<file path="src/rtl/jk_pkg.sv">
// -----------------------------------------------------------------------------
// jk_pkg
//
// Shared definitions for the JK-cell based counters.
//
//   jk_cmd_e         per-cell command (hold / reset / set / toggle)
//   jk_bit_ctl_t     one cell's control bundle: clock enable plus command
//   jk_cmd_to_jk()   maps a command onto the J/K pin pair, returned as {J,K}
//   jk_cmd_from_bit  turns a wanted bit value into a SET or RESET command
//   jk_clamp_value() highest legal count for a given modulus; load values
//                    above it are clamped to it, and the down-count wraps to it
//
// There are no ports, because this file is a package.
// -----------------------------------------------------------------------------
package jk_pkg;

    // Widest counter the cell bank supports.
    localparam int JK_MAX_WIDTH = 16;

    // The encoding matches the J/K truth table, so {J,K} == command bits.
    typedef enum logic [1:0] {
        JK_HOLD   = 2'b00,
        JK_RESET  = 2'b01,
        JK_SET    = 2'b10,
        JK_TOGGLE = 2'b11
    } jk_cmd_e;

    typedef struct packed {
        logic    ce;
        jk_cmd_e cmd;
    } jk_bit_ctl_t;

    localparam jk_bit_ctl_t JK_CTL_IDLE = '{ce: 1'b0, cmd: JK_HOLD};

    function automatic logic [1:0] jk_cmd_to_jk(input jk_cmd_e cmd);
        logic [1:0] jk;
        unique case (cmd)
            JK_HOLD:   jk = 2'b00;
            JK_RESET:  jk = 2'b01;
            JK_SET:    jk = 2'b10;
            JK_TOGGLE: jk = 2'b11;
            default:   jk = 2'b00;
        endcase
        return jk;
    endfunction

    function automatic jk_cmd_e jk_cmd_from_bit(input logic b);
        return b ? JK_SET : JK_RESET;
    endfunction

    function automatic int jk_clamp_value(input int modulus);
        return modulus - 1;
    endfunction

endpackage : jk_pkg

</file>
<file path="src/rtl/jk_ff_cell.sv">
// -----------------------------------------------------------------------------
// jk_ff_cell
//
// This is a single JK flip-flop with a clock enable. Q and Qbar are held in
// separate registers, so each one is a true registered output.
//
// Ports
//   clk   in   rising-edge clock
//   rst   in   synchronous reset, active-high (Q=0, Qbar=1)
//   ce    in   clock enable; 0 holds the state whatever J/K are
//   j     in   J input
//   k     in   K input
//   q     out  registered state
//   qbar  out  registered complement of the state
//
// J/K truth table (applies when ce=1): 00 hold, 01 reset, 10 set, 11 toggle.
// -----------------------------------------------------------------------------
module jk_ff_cell (
    input  logic clk,
    input  logic rst,
    input  logic ce,
    input  logic j,
    input  logic k,
    output logic q,
    output logic qbar
);

    // NOTE: state is updated with non-blocking assignments, so every cell in
    // the bank samples the old value of q in the same edge.
    always_ff @(posedge clk) begin
        if (rst) begin
            q    <= 1'b0;
            qbar <= 1'b1;
        end else if (ce) begin
            unique case ({j, k})
                2'b01: begin
                    q    <= 1'b0;
                    qbar <= 1'b1;
                end
                2'b10: begin
                    q    <= 1'b1;
                    qbar <= 1'b0;
                end
                2'b11: begin
                    // On a toggle, the new Qbar is the old Q.
                    q    <= qbar;
                    qbar <= q;
                end
                default: begin
                    q    <= q;
                    qbar <= qbar;
                end
            endcase
        end
    end

endmodule : jk_ff_cell

</file>
<file path="src/rtl/jk_sync_counter.sv">
// -----------------------------------------------------------------------------
// jk_sync_counter
//
// This is a synchronous modulo-MODULUS up/down counter made from a bank of
// JK flip-flop cells. The top level only works out the J/K/CE command for each
// bit and the terminal count. All state is held in jk_ff_cell instances.
//
// Parameters
//   WIDTH    counter width in bits (1..16)
//   MODULUS  counts run over 0..MODULUS-1 (2..2**WIDTH)
//
// Ports
//   clk       in   rising-edge clock
//   rst       in   synchronous reset, active-high (q=0, qbar=all-ones)
//   en        in   count enable; one step per cycle when high
//   up        in   direction: 1 = increment, 0 = decrement
//   load      in   synchronous parallel load (en/up are ignored)
//   load_val  in   load value; values >= MODULUS are clamped to MODULUS-1
//   q         out  current count (registered)
//   qbar      out  complement of q (registered, taken from the cells)
//   tc        out  terminal count, combinational:
//                  en & (up ? q==MODULUS-1 : q==0)
//
// Priority on each edge: rst > load > en > hold.
//
// Build option
//   JK_CNT_SATURATE_EN  when defined, the counter stops at the terminal
//                       value instead of wrapping. tc still asserts there.
// -----------------------------------------------------------------------------
module jk_sync_counter
    import jk_pkg::*;
#(
    parameter int WIDTH   = 4,
    parameter int MODULUS = 16
) (
    input  logic             clk,
    input  logic             rst,
    input  logic             en,
    input  logic             up,
    input  logic             load,
    input  logic [WIDTH-1:0] load_val,
    output logic [WIDTH-1:0] q,
    output logic [WIDTH-1:0] qbar,
    output logic             tc
);

    localparam logic [WIDTH-1:0] MAX_VAL = WIDTH'(jk_clamp_value(MODULUS));

    logic             at_max;
    logic             at_min;
    logic [WIDTH-1:0] load_eff;
    logic [WIDTH-1:0] carry_up;
    logic [WIDTH-1:0] borrow_dn;
    jk_bit_ctl_t      bit_ctl [WIDTH];

    assign at_max   = (q == MAX_VAL);
    assign at_min   = (q == '0);
    assign load_eff = (load_val > MAX_VAL) ? MAX_VAL : load_val;

    assign tc = en & (up ? at_max : at_min);

    // The ripple conditions for the binary count. Bit i toggles going up when
    // all lower bits are 1, and going down when all lower bits are 0.
    always_comb begin
        carry_up     = '0;
        borrow_dn    = '0;
        carry_up[0]  = 1'b1;
        borrow_dn[0] = 1'b1;
        for (int i = 1; i < WIDTH; i++) begin
            carry_up[i]  = carry_up[i-1]  &  q[i-1];
            borrow_dn[i] = borrow_dn[i-1] & ~q[i-1];
        end
    end

    // Per-bit command generation.
    //
    // Every branch starts from the idle default, so no latch can be inferred.
    // At the wrap points the natural toggle pattern would leave the legal
    // range whenever MODULUS < 2**WIDTH. In those cases the next value is
    // forced with explicit SET/RESET commands. When MODULUS == 2**WIDTH the
    // forced value is the same as the binary rollover.
    always_comb begin
        // NOTE: every cell command gets a default before any branch, so an
        // uncovered path holds instead of inferring a latch.
        for (int i = 0; i < WIDTH; i++) begin
            bit_ctl[i] = JK_CTL_IDLE;
        end

        if (load) begin
            for (int i = 0; i < WIDTH; i++) begin
                bit_ctl[i].ce  = 1'b1;
                bit_ctl[i].cmd = jk_cmd_from_bit(load_eff[i]);
            end
        end else if (en) begin
            if (up) begin
                if (at_max) begin
`ifdef JK_CNT_SATURATE_EN
                    // Stop at the top. The cells keep the idle default.
                    for (int i = 0; i < WIDTH; i++) begin
                        bit_ctl[i] = JK_CTL_IDLE;
                    end
`else
                    // Wrap MODULUS-1 -> 0.
                    for (int i = 0; i < WIDTH; i++) begin
                        bit_ctl[i].ce  = 1'b1;
                        bit_ctl[i].cmd = JK_RESET;
                    end
`endif
                end else begin
                    for (int i = 0; i < WIDTH; i++) begin
                        bit_ctl[i].ce  = carry_up[i];
                        bit_ctl[i].cmd = carry_up[i] ? JK_TOGGLE : JK_HOLD;
                    end
                end
            end else begin
                if (at_min) begin
`ifdef JK_CNT_SATURATE_EN
                    // Stop at zero. The cells keep the idle default.
                    for (int i = 0; i < WIDTH; i++) begin
                        bit_ctl[i] = JK_CTL_IDLE;
                    end
`else
                    // Wrap 0 -> MODULUS-1.
                    for (int i = 0; i < WIDTH; i++) begin
                        bit_ctl[i].ce  = 1'b1;
                        bit_ctl[i].cmd = jk_cmd_from_bit(MAX_VAL[i]);
                    end
`endif
                end else begin
                    for (int i = 0; i < WIDTH; i++) begin
                        bit_ctl[i].ce  = borrow_dn[i];
                        bit_ctl[i].cmd = borrow_dn[i] ? JK_TOGGLE : JK_HOLD;
                    end
                end
            end
        end
    end

    // The cell bank.
    for (genvar gi = 0; gi < WIDTH; gi++) begin : g_cell
        logic [1:0] jk;

        assign jk = jk_cmd_to_jk(bit_ctl[gi].cmd);

        jk_ff_cell u_cell (
            .clk  (clk),
            .rst  (rst),
            .ce   (bit_ctl[gi].ce),
            .j    (jk[1]),
            .k    (jk[0]),
            .q    (q[gi]),
            .qbar (qbar[gi])
        );
    end

endmodule : jk_sync_counter
</file>
<file path="config.mk">
export PLATFORM = sky130hd
export DESIGN_NAME = jk_sync_counter
export DESIGN_NICKNAME = d
export VERILOG_FILES = /design/src/rtl/jk_pkg.sv /design/src/rtl/jk_ff_cell.sv /design/src/rtl/jk_sync_counter.sv
export SDC_FILE = /design/constraint.sdc
export NUM_CORES = 1
export LEC_CHECK = 0
export CORE_AREA = 2 2 39 41
export CTS_BUF_LIST = sky130_fd_sc_hd__clkbuf_4 sky130_fd_sc_hd__clkbuf_8 sky130_fd_sc_hd__clkbuf_16
export DETAILED_ROUTE_END_ITERATION = 6
export DIE_AREA = 0 0 41 43
export PLACE_DENSITY = 0.75
export SLEW_MARGIN = 5
export SYNTH_ARGS = -nofsm -noshare
export SYNTH_HDL_FRONTEND = slang
export SYNTH_SLANG_ARGS = --single-unit
</file>
<file path="constraint.sdc">
create_clock -name clk -period 3.9 [get_ports clk]
set_input_delay 0.78 -clock clk [delete_from_list [all_inputs] [get_ports clk]]
set_output_delay 0.78 -clock clk [all_outputs]
set_load 0.1 [all_outputs]
</file>
# Word level (Yosys, flattened, before mapping)
# Index checks and enable logic that the tools add are counted.
# W data, S select, Z words.
[totals]
latchBits = 0
mem_bits_ro = 0
inputBits = 9
regBits = 8
wordCells = 84
n_memories = 0
out_inout_bits = 9
ram_bits = 0
[op_classes]
shifts = 0
n_mul = 0
eq_ne = 25
div = 0
addsub = 0
n_bitwise = 8
n_reduce_logical = 13
order_cmp = 1
n_mux = 29
[op_table]
columns = ["operator", "n"]
rows = [
  ["$mux W12", 3],
  ["$eq A2 B2 Y1 const B", 16],
  ["$pmux W2 S4", 4],
  ["$pmux W1 S3", 8],
  ["$mux W2", 10],
  ["$eq A2 B1 Y1 const B", 8],
  ["$reduce_bool A3 Y1", 4],
  ["$mux W11", 1],
  ["$mux W10", 1],
  ["$logic_not A2 Y1", 4],
  ["$reduce_and A2 Y1", 4],
  ["$and A1 B1 Y1", 5],
  ["$eq A4 B4 Y1 const B", 1],
  ["$gt A4 B4 Y1 const B", 1],
  ["$logic_not A4 Y1", 1],
  ["$mux W4", 1],
  ["$not A1 Y1", 3],
  ["$mux W1", 1],
]

# Logic depth before layout (Yosys ltp)
[logic_depth]
depth_word = 13
mapped_depth = 5
ltp_nobuf = 4

# By module
# A second synthesis with hierarchy kept.
[hier_totals]
hier_cells = 78
hier_area_um2 = 571.8
[modules_own_cells]
columns = ["mod", "instances", "seq_area_each_um2", "area_per_inst_um2", "cells_per_inst"]
rows = [
  ["jk_ff_cell", 4, 40.0, 83.8, 10],
  ["jk_sync_counter", 1, 0.0, 236.5, 38],
]

# Worst setup path after synthesis
# OpenSTA, ideal clock, no wires.
[synth_path]
path_type = "in2out"
from = "in up"
to = "out tc"
cell_stages = 3
slack_ps = -159
arrival_ps = 3279
path_buffers = 0
t_required_ps = 3120
path_cell_list = "and4_4 -> nand2_1 -> a21boi_0"
[synth_via]
elab_chain_cells = 2
[synth_lines]
columns = ["element", "line", "rtl"]
rows = [
  ["from (decl)", "jk_sync_counter.sv:39", "input logic up,"],
  ["$mux W1", "jk_sync_counter.sv:60", "assign tc = en & (up ? at_max : at_min);"],
  ["$and A1 B1 Y1", "jk_sync_counter.sv:60", ""],
  ["to (decl)", "jk_sync_counter.sv:44", "output logic tc"],
]
# No other way between the ends.

# Final worst setup path
# Same ends and word-level chain as after synthesis.

==> reports/results.tsv <==
stage	metric	value	unit
synthesis	Most used DFF post-synth	dfxtp_1	
die	Die Ht	43	microns
power	power density over the cells	418	nW/um^2
synthesis	area of the mapped netlist	581	sq um
global_route	GRT Util Overall	0.163	
timing	Setup TNS	0	ps
timing	Setup Skew	4.56	ps
timing	Hold Fails Final Rpt	0	
timing	fmax	0.327	GHz
power	combinational share of power	0.445	
detailed_routing	DR pass1 iterations	4	
synthesis	Synth warnings	0	
power	Cell Int Power	0.167	mW
place	pre-CTS setup slack	869	ps
place	HPWL after DPL	886	microns
detailed_routing	vias per cell	5.67	
cts	CTS Hold Buffers Added	0	
timing	Hold WS	502	ps
die	Starting Density	0.420	
outcome	status	completed	
cts	TritonCTS clock tree	yes	
timing	Rel. slew slack	0.357	
timing	fin. max-slew vios	0	
layout	Final Util	0.530	
synthesis	ys async rst share	0	
critical_path	Slowest-stage cell, CP	clkdlybuf4s50_1	
critical_path	FF-to-FF Start	g_cell[2].u_cell.q$_SDFFE_PP0P_	
detailed_routing	Avg WL per Cell	12.4	microns
power	Switching Power	0.139	mW
synthesis	Post-synth EDFFs	0	
critical_path	worst-path cell chain	clkdlybuf4s50_1 -> and4_4 -> nand2_1 -> a21boi_1 -> buf_12	
critical_path	max incr delay on CP	640	ps
critical_path	R2R setup slack	2470	ps
critical_path	CP Launch Point	up	
synthesis	register area share after synthesis	0.276	
detailed_routing	DRC viols	0	
cts	post-CTS setup buffers	0	
global_route	GR Overflow Total	0	
cts	htree depth	1	
die	Total Die Area	1760	sq um
timing	PnR worst setup slack	846	ps
timing	final period utilization	0.783	
timing	Setup-failing EPs final	0	
critical_path	worst setup path end	tc	
place	PortBufs	17	
power	switching share of power	0.454	
die	I/O pin total	18	
detailed_routing	antenna viol nets, final	0	
layout	Layout Area Growth over Synthesis	26.3	%
die	Die Wd	41	microns
global_route	vias in the first global route	469	
power	Peak supply drop	190	uV
synthesis	synth unique cells	31	
detailed_routing	Final Routed Wirelength	1.20	mm
power	Pleak	0.275	nW
die	Core ar.	1380	sq um
timing	unrepaired setup endpoints after global routing	no	
layout	diode count	0	
cts	clk buf depth	2	
global_route	pin count of the biggest net entering global routing	17	
layout	share of cells above drive strength 1	0.123	
layout	most frequent cells in the layout	clkdlybuf4s50_1, nand2_1, dfxtp_1, inv_1, a21oi_1	
critical_path	startpoint types	input pin	
min_path	Min-Delay Path Class	flop to flop	
cts	clock latency on the worst-skew pair	260	ps
cts	Clock Pin Slew Worst Setup and Hold Paths	50	ps
critical_path	R2R depth	4	
critical_path	crit-path max FO	7	
synthesis	synthesis-stage register bit count	8	
cts	clock root cell	clkbuf_4	
timing	measured slew at the worst slew-check pin	961	ps
detailed_routing	detailed router's first-iteration violation count	16	
place	GPL Wtd Cong	0.817	
critical_path	reg2reg end	g_cell[0].u_cell.qbar$_SDFFE_PP1P_	
cts	post-CTS sizing	0	
critical_path	critical path required time	3120	ps
power	clock share of power	0.215	
synthesis	Mapped Nets	80	
cts	total CTS buffers	3	
flow_run	max_cap viols	0	
global_route	first-pass GRT wire length	1.93	mm
power	Seq pwr share	0.340	
die	FP Rows	14	
detailed_routing	Vias	550	
critical_path	WP data arrival	2270	ps
timing	min Tclk post-route	3050	ps
critical_path	critical path class	input pin to output port	
global_route	initial antenna violation count	0	
critical_path	crit end category	output port	
synthesis	Syn Area/Cell	8.18	sq um
layout	filler cell count	130	
layout	most common cell after layout, fill and taps aside	clkdlybuf4s50_1	
layout	nets	92	
synthesis	Syn Inst Count	71	
cts	Sink Count	8	
-- metal layers --
| layer | GRT usage | up-vias | part of all wire | routed length [microns] |
|---|---|---|---|---|
| met4 | 0.0400 | 0 | 0.0050 | 6 |
| met1 | 0.190 | 253 | 0.45 | 540 |
| li1 | - | 280 | - | - |
| met5 | 0 | - | 0 | 0 |
| met2 | 0.247 | 14 | 0.48 | 574 |
| met3 | 0.0942 | 3 | 0.067 | 80 |
-- worst max-delay path, delay by kind of cell --
kind                   cells  cell delay (ps)
buffers and inverters      2              850
AND/OR/NAND/NOR            2              370
AO/OA/AOI/OAI              1              270
-- layout make-up --
| cell class | count | area (sq um) | area share |
|---|---|---|---|
| timing repair buffer | 17 | 180 | 0.246 |
| multi-input combinational | 47 | 328 | 0.447 |
| clock buffer | 3 | 22.5 | 0.0307 |
| tap | 16 | 20.0 | 0.0273 |
| sequential | 8 | 160 | 0.218 |
| inverter | 6 | 22.5 | 0.0307 |
-- state kept, by name, summed over array words and instances (netlist names) --
signal,cells
g_cell.u_cell.qbar,4
g_cell.u_cell.q,4
-- stage by stage --
step                power (mW)  cells  instance area, sq um
floorplan                0.218     71                   581
finish                   0.306     97                   733
global route             0.321     97                   733
CTS                      0.310     97                   733
global placement         0.241     94                   711
detailed placement       0.242     94                   711
-- power by group through the flow --
stage          logic [mW]  registers, mW  clock network, mW
2_1_floorplan       0.115          0.103                  0
3_3_place_gp        0.136          0.105                  0
3_5_place_dp        0.136          0.106                  0
4_1_cts             0.137          0.104             0.0696
5_1_grt             0.143          0.105             0.0731
6_report            0.136          0.104             0.0659
-- cells by family after synthesis --
family                 share of synthesized area
AO/OA/AOI/OAI                              0.302
buffers and inverters                      0.159
XOR/XNOR                                  0.0151
flip-flops                                 0.276
AND/OR/NAND/NOR                            0.248
-- worst min path at each step --
stage / from / endpoint / cells after the start
floorplan: g_cell[0].u_cell.qbar$_SDFFE_PP1P_ / g_cell[0].u_cell.qbar$_SDFFE_PP1P_ / 2
finish: g_cell[0].u_cell.qbar$_SDFFE_PP1P_ / g_cell[0].u_cell.qbar$_SDFFE_PP1P_ / 2
global placement: g_cell[0].u_cell.qbar$_SDFFE_PP1P_ / g_cell[0].u_cell.qbar$_SDFFE_PP1P_ / 2
CTS: g_cell[0].u_cell.qbar$_SDFFE_PP1P_ / g_cell[0].u_cell.qbar$_SDFFE_PP1P_ / 2
global route: g_cell[0].u_cell.qbar$_SDFFE_PP1P_ / g_cell[0].u_cell.qbar$_SDFFE_PP1P_ / 2
detailed placement: g_cell[0].u_cell.qbar$_SDFFE_PP1P_ / g_cell[0].u_cell.qbar$_SDFFE_PP1P_ / 2
-- synth_stat cells (all sizes together), types with 3 or more instances --
cell type  instances  area [sq um]
a21oi              5          25.0
a221oi             3          38.8
buf                9          65.1
dfxtp              8           160
inv                6          22.5
nand2              9          33.8
nand3              3          15.0
nor2               3          11.3
o21ai              4          23.8
Note: power is estimated with default switching activity, not from simulation.
